==> config.mk <==
export PLATFORM = sky130hd
export DESIGN_NAME = pipe_stage_reg
export DESIGN_NICKNAME = d
export VERILOG_FILES = /design/src/rtl/pipe_stage_reg.sv
export SDC_FILE = /design/constraint.sdc
export NUM_CORES = 1
export LEC_CHECK = 0
export CAP_MARGIN = 25
export CORE_MARGIN = 2
export CORE_UTILIZATION = 36
export DETAILED_ROUTE_END_ITERATION = 6
export GPL_ROUTABILITY_DRIVEN = 0
export PLACE_DENSITY_LB_ADDON = 0.2
export SLEW_MARGIN = 40
export SYNTH_ARGS = -nofsm -noshare
export SYNTH_HDL_FRONTEND = slang
export SYNTH_SLANG_ARGS = --single-unit
==> constraint.sdc <==
create_clock -name clk -period 2.92 [get_ports clk]
set_input_delay 0.292 -clock clk [delete_from_list [all_inputs] [get_ports clk]]
set_output_delay 0.292 -clock clk [all_outputs]
set_load 0.005 [all_outputs]
==> src/rtl/pipe_stage_reg.sv <==
// Parametrised pipeline stage register: carries PC, instruction, hazard timing and
// register specifiers between stages, with stall/flush handling and a bubble counter.
module pipe_stage_reg #(
   parameter int              PC_W          = 32,
   parameter int              INS_W         = 32,
   parameter int              T_W           = 2,
   parameter int              REG_W         = 5,
   parameter logic [PC_W-1:0] PC_RESET      = PC_W'(32'h0000_3000),
   parameter bit              DEC_TNEW      = 1'b1,
   parameter bit              FLUSH_KEEP_PC = 1'b0,
   parameter int              CNT_W         = 16
) (
   input  logic             clk,
   input  logic             rst_n,
   input  logic             stall,
   input  logic             flush,
   input  logic             in_valid,
   input  logic [PC_W-1:0]  pc,
   input  logic [INS_W-1:0] ins,
   input  logic [T_W-1:0]   Tuse,
   input  logic [T_W-1:0]   Tnew,
   input  logic [REG_W-1:0] rs,
   input  logic [REG_W-1:0] rt,
   input  logic [REG_W-1:0] rd,
   output logic [PC_W-1:0]  pc_o,
   output logic [INS_W-1:0] ins_o,
   output logic [T_W-1:0]   Tuse_o,
   output logic [T_W-1:0]   Tnew_o,
   output logic [REG_W-1:0] rs_o,
   output logic [REG_W-1:0] rt_o,
   output logic [REG_W-1:0] rd_o,
   output logic             valid_o,
   output logic [CNT_W-1:0] bubble_cnt
);

   function automatic logic [T_W-1:0] tnew_dec_sat(input logic [T_W-1:0] t);
      return (t == '0) ? t : t - 1'b1;
   endfunction

   function automatic logic [CNT_W-1:0] cnt_inc_sat(input logic [CNT_W-1:0] c);
      return (c == '1) ? c : c + 1'b1;
   endfunction

   logic [PC_W-1:0]  pc_p1;
   logic [INS_W-1:0] ins_p1;
   logic [T_W-1:0]   tuse_p1;
   logic [T_W-1:0]   tnew_p1;
   logic [REG_W-1:0] rs_p1;
   logic [REG_W-1:0] rt_p1;
   logic [REG_W-1:0] rd_p1;
   logic             vld_p1;
   logic [CNT_W-1:0] bubble_cnt_p1;

   logic             do_bubble;
   logic             do_load;
   logic [T_W-1:0]   tnew_next;
   logic [PC_W-1:0]  pc_bubble;

   // flush outranks stall; an idle (invalid) slot only becomes a bubble when not stalled
   assign do_bubble = flush | (~stall & ~in_valid);
   assign do_load   = ~flush & ~stall & in_valid;
   assign tnew_next = DEC_TNEW ? tnew_dec_sat(Tnew) : Tnew;
   assign pc_bubble = FLUSH_KEEP_PC ? pc : PC_RESET;

   // ---- stage register (input -> p1) ----
   always_ff @(posedge clk or negedge rst_n) begin
      if (!rst_n) begin
         pc_p1         <= PC_RESET;
         ins_p1        <= '0;
         tuse_p1       <= '0;
         tnew_p1       <= '0;
         rs_p1         <= '0;
         rt_p1         <= '0;
         rd_p1         <= '0;
         vld_p1        <= 1'b0;
         bubble_cnt_p1 <= '0;
      end else if (do_bubble) begin
         pc_p1         <= pc_bubble;
         ins_p1        <= '0;
         tuse_p1       <= '0;
         tnew_p1       <= '0;
         rs_p1         <= '0;
         rt_p1         <= '0;
         rd_p1         <= '0;
         vld_p1        <= 1'b0;
         bubble_cnt_p1 <= cnt_inc_sat(bubble_cnt_p1);
      end else if (do_load) begin
         pc_p1         <= pc;
         ins_p1        <= ins;
         tuse_p1       <= Tuse;
         tnew_p1       <= tnew_next;
         rs_p1         <= rs;
         rt_p1         <= rt;
         rd_p1         <= rd;
         vld_p1        <= 1'b1;
      end
   end

   assign pc_o       = pc_p1;
   assign ins_o      = ins_p1;
   assign Tuse_o     = tuse_p1;
   assign Tnew_o     = tnew_p1;
   assign rs_o       = rs_p1;
   assign rt_o       = rt_p1;
   assign rd_o       = rd_p1;
   assign valid_o    = vld_p1;
   assign bubble_cnt = bubble_cnt_p1;

endmodule

==> summary.txt <==
Drt
  – Residual DRC: 0
  – Drt pass-1 iters: 4
  – Drt total wl: 10,100 um
  – DRT iter0 DRCs: around 140
  – Routed length per placed instance: about 17 um
  – Via count: between 2,000 and 3,000
  – Vias per cell: 4.96
  – Post-route ant nets: 0

STA
  – Max-slew violations: 0
  – Max-slew headroom: 59.5%
  – Period utilisation layout: 65.5%
  – Worst Skew: between 0.006 and 0.007 ns
  – Tmin final: 1.91 ns
  – Worst hold slack: approximately 0.5 ns
  – Setup TNS: 0 ns
  – FMAX: between 500 and 600 MHz
  – Final WS setup: between 1 and 1.5 ns
  – # setup viols final: 0
  – Measured slew at the worst slew-check pin: roughly 0.61 ns
  – Unrepaired setup endpoints after global routing: no
  – Fin. Hold Viols: 0

Synthesis
  – Number of synthesized flops with an enable pin: 0
  – Cell with the most instances after synthesis: dfrtp_1
  – Netlist cell types: 34
  – Synth Instances: 265
  – Ys Warns: 0
  – Synth Register Bits: 100
  – Sequential fraction of the synthesis area: 66.1%
  – Post-synth top cells: dfrtp_1, a22o_1, nand2_1
  – Synth top area share: 64.7%
  – Cell Area, Synth: 3790 um2
  – Post-Syn Area per Cell: between 10 and 15 um2
  – Synth Flop Type: dfrtp_1
  – Area contributors post-synth: dfrtp_1, a22o_1, xor2_1
  – Asr flop ratio synth: 100%
  – Leading area contributor after synthesis: dfrtp_1
  – Post-Syn Nets: 354

Layout
  – P&R area growth vs syn: 59.6%
  – Final nets: 542
  – Final Instance Area: approximately 6000 um2
  – Ant diodes: 0
  – Share of cells above drive strength 1: 7.86%

Critical path
  – Worst setup SP type: primary input
  – Critical Path Slowest Stage Cell: nor3b_1
  – CP startpoint: stall
  – Reg-to-reg startpoint: bubble_cnt[0]$_DFFE_PN0P_
  – Crit-path cells: clkdlybuf4s50_1 > o21bai_2 > nor3b_1 > nand4b_1 > xnor2_1
  – Worst EP required: 3.16 ns
  – Delay-heaviest family, CP: simple AND/OR/NAND/NOR gates
  – CP Max Fanout: 9
  – Data arrival time of the worst path: 2.15 ns
  – Crit end category: flop
  – Worst path bufs/invs: 1
  – Critical Path Max Stage Delay: 0.53 ns
  – WS Path Type: in -> reg

Global route
  – First-pass GRT wire length: roughly 16,000 um
  – Initial antenna violation count: 0
  – Vias in the first global route: 2,977
  – Total track usage: 17.8%
  – Largest net degree at the start of global routing: 63
  – Grt total ovfl: 0

Clocking
  – Register clock-pin slew on the reported worst setup and hold paths: 0.09 ns
  – Post-CTS Setup Repair Bufs: 0
  – TritonCTS clock tree: done
  – Max clock buf depth: 2
  – Clock latency at the later pin of the worst-skew pair: 0.34 ns
  – TritonCTS Sinks: 100
  – CTS root buffer: clkbuf_8
  – Cts bufs inserted: 9
  – H-tree depth: 3

Floorplanning
  – I/O pins: 188
  – Initial Util: between 30% and 40%
  – Chip height: 107 um
  – CORE AREA: 10,300 um2
  – Die width: roughly 110 um
  – DIE AREA: about 11,000 um2
  – Row count: 37

Run
  – Max Cap Violations: 0

Pwr
  – Pwr dens: 504 nW/um2
  – Total power: roughly 0.0030 W
  – Max VDD drop: roughly 0.29 mV
  – LEAKAGE: approximately 2.6 nW

Placement
  – Final HPWL DP: between 7000 and 8000 um
  – Post-DP Area: around 5800 um2
  – Input/output buffers: 187
  – Dpl ws: between 0.6 and 0.7 ns

Worst hold path
  – Worst Hold Class: in -> async

Run status
  – Outcome: finished, final reports clean
==> repair_timing <==
action                                  in CTS  in global routing
endpoints found under the setup margin       0                  0
resized for setup                            0                  0
hold buffers                                 1                  0
hold endpoints to repair                    44                  0
==> cell families after synthesis <==
logic type                 synth area share, %
DFF                                       66.1
AOI/OAI and AO/OA                         20.2
and+or+nand+nor                           7.66
muxes                                     1.19
xor gates and xnor gates                  2.54
adders and majority gates                0.330
buffers and inverters                     1.95
==> final cells by class <==
cell class	instances	area (um2)
timing repair buffer	194	1950
clock buffer	11	131
tap	136	170
clock inverter	5	62.6
sequential	100	2500
inverter	1	3.75
fill	869	4230
multi-input combinational	147	1220
==> worst paths after layout <==
| check | cells past startpoint | endpoint | slack [ns] |
|---|---|---|---|
| max reg2reg | 4 | bubble_cnt[1]$_DFFE_PN0P_ | 1.17 |
| min in group clk | 2 | Tnew_o[0]$_DFFE_PN0P_ | 0.50 |
| max in group asynchronous | 3 | pc_o[6]$_DFFE_PN0P_ | 1.72 |
| max | 5 | bubble_cnt[9]$_DFFE_PN0P_ | 1.01 |
| min reg2reg | 2 | Tnew_o[0]$_DFFE_PN0P_ | 0.50 |
| min | 2 | bubble_cnt[7]$_DFFE_PN0P_ | 0.50 |
==> layout by cell type, fill, tap and decap left out, types with 2 or more instances in the layout <==
cell type / n
dfstp_2: 2
nor2b_1: 2
clkinv_4: 2
clkbuf_8: 9
buf_12: 2
clkbuf_1: 2
nor3_1: 3
xnor2_1: 4
dfrtp_1: 98
nand2_1: 10
nor2_1: 3
clkdlybuf4s50_1: 186
a211o_1: 2
nand2b_1: 2
xor2_1: 7
nand4_4: 2
nor3b_1: 2
nand3_1: 5
a22o_1: 79
nor4_1: 6
nand4_1: 2
mux2_2: 4
clkinvlp_4: 2
buf_4: 5
==> metrics by stage <==
stage	utilization (%)	instances
after floorplan	-	265
after global placement	56.8	577
after detailed placement	56.8	577
after CTS	58.8	594
after global routing	58.8	594
final	58.8	594
==> state kept, by name, summed over array words and instances, names as in the netlist <==
signal / cells
bubble_cnt: 16
rt_o: 5
rd_o: 5
Tnew_o: 2
rs_o: 5
Tuse_o: 2
ins_o: 32
pc_o: 32
valid_o: 1
==> metal layers <==
| layer | track usage (%) | vias up | share of wire, % |
|---|---|---|---|
| met5 | 0 | - | 0 |
| met3 | 6.20 | 8 | 8.3 |
| met2 | 26.2 | 130 | 45 |
| met4 | 4.64 | 0 | 1.1 |
| li1 | - | 1382 | - |
| met1 | 25.2 | 1426 | 45 |
==> power breakdown <==
part / switching, W / internal [W]
clock: 0.000471 / 0.000401
sequential: 0.000115 / 0.00148
combinational: 0.000208 / 0.000368
(Power assumes the default switching activity.)
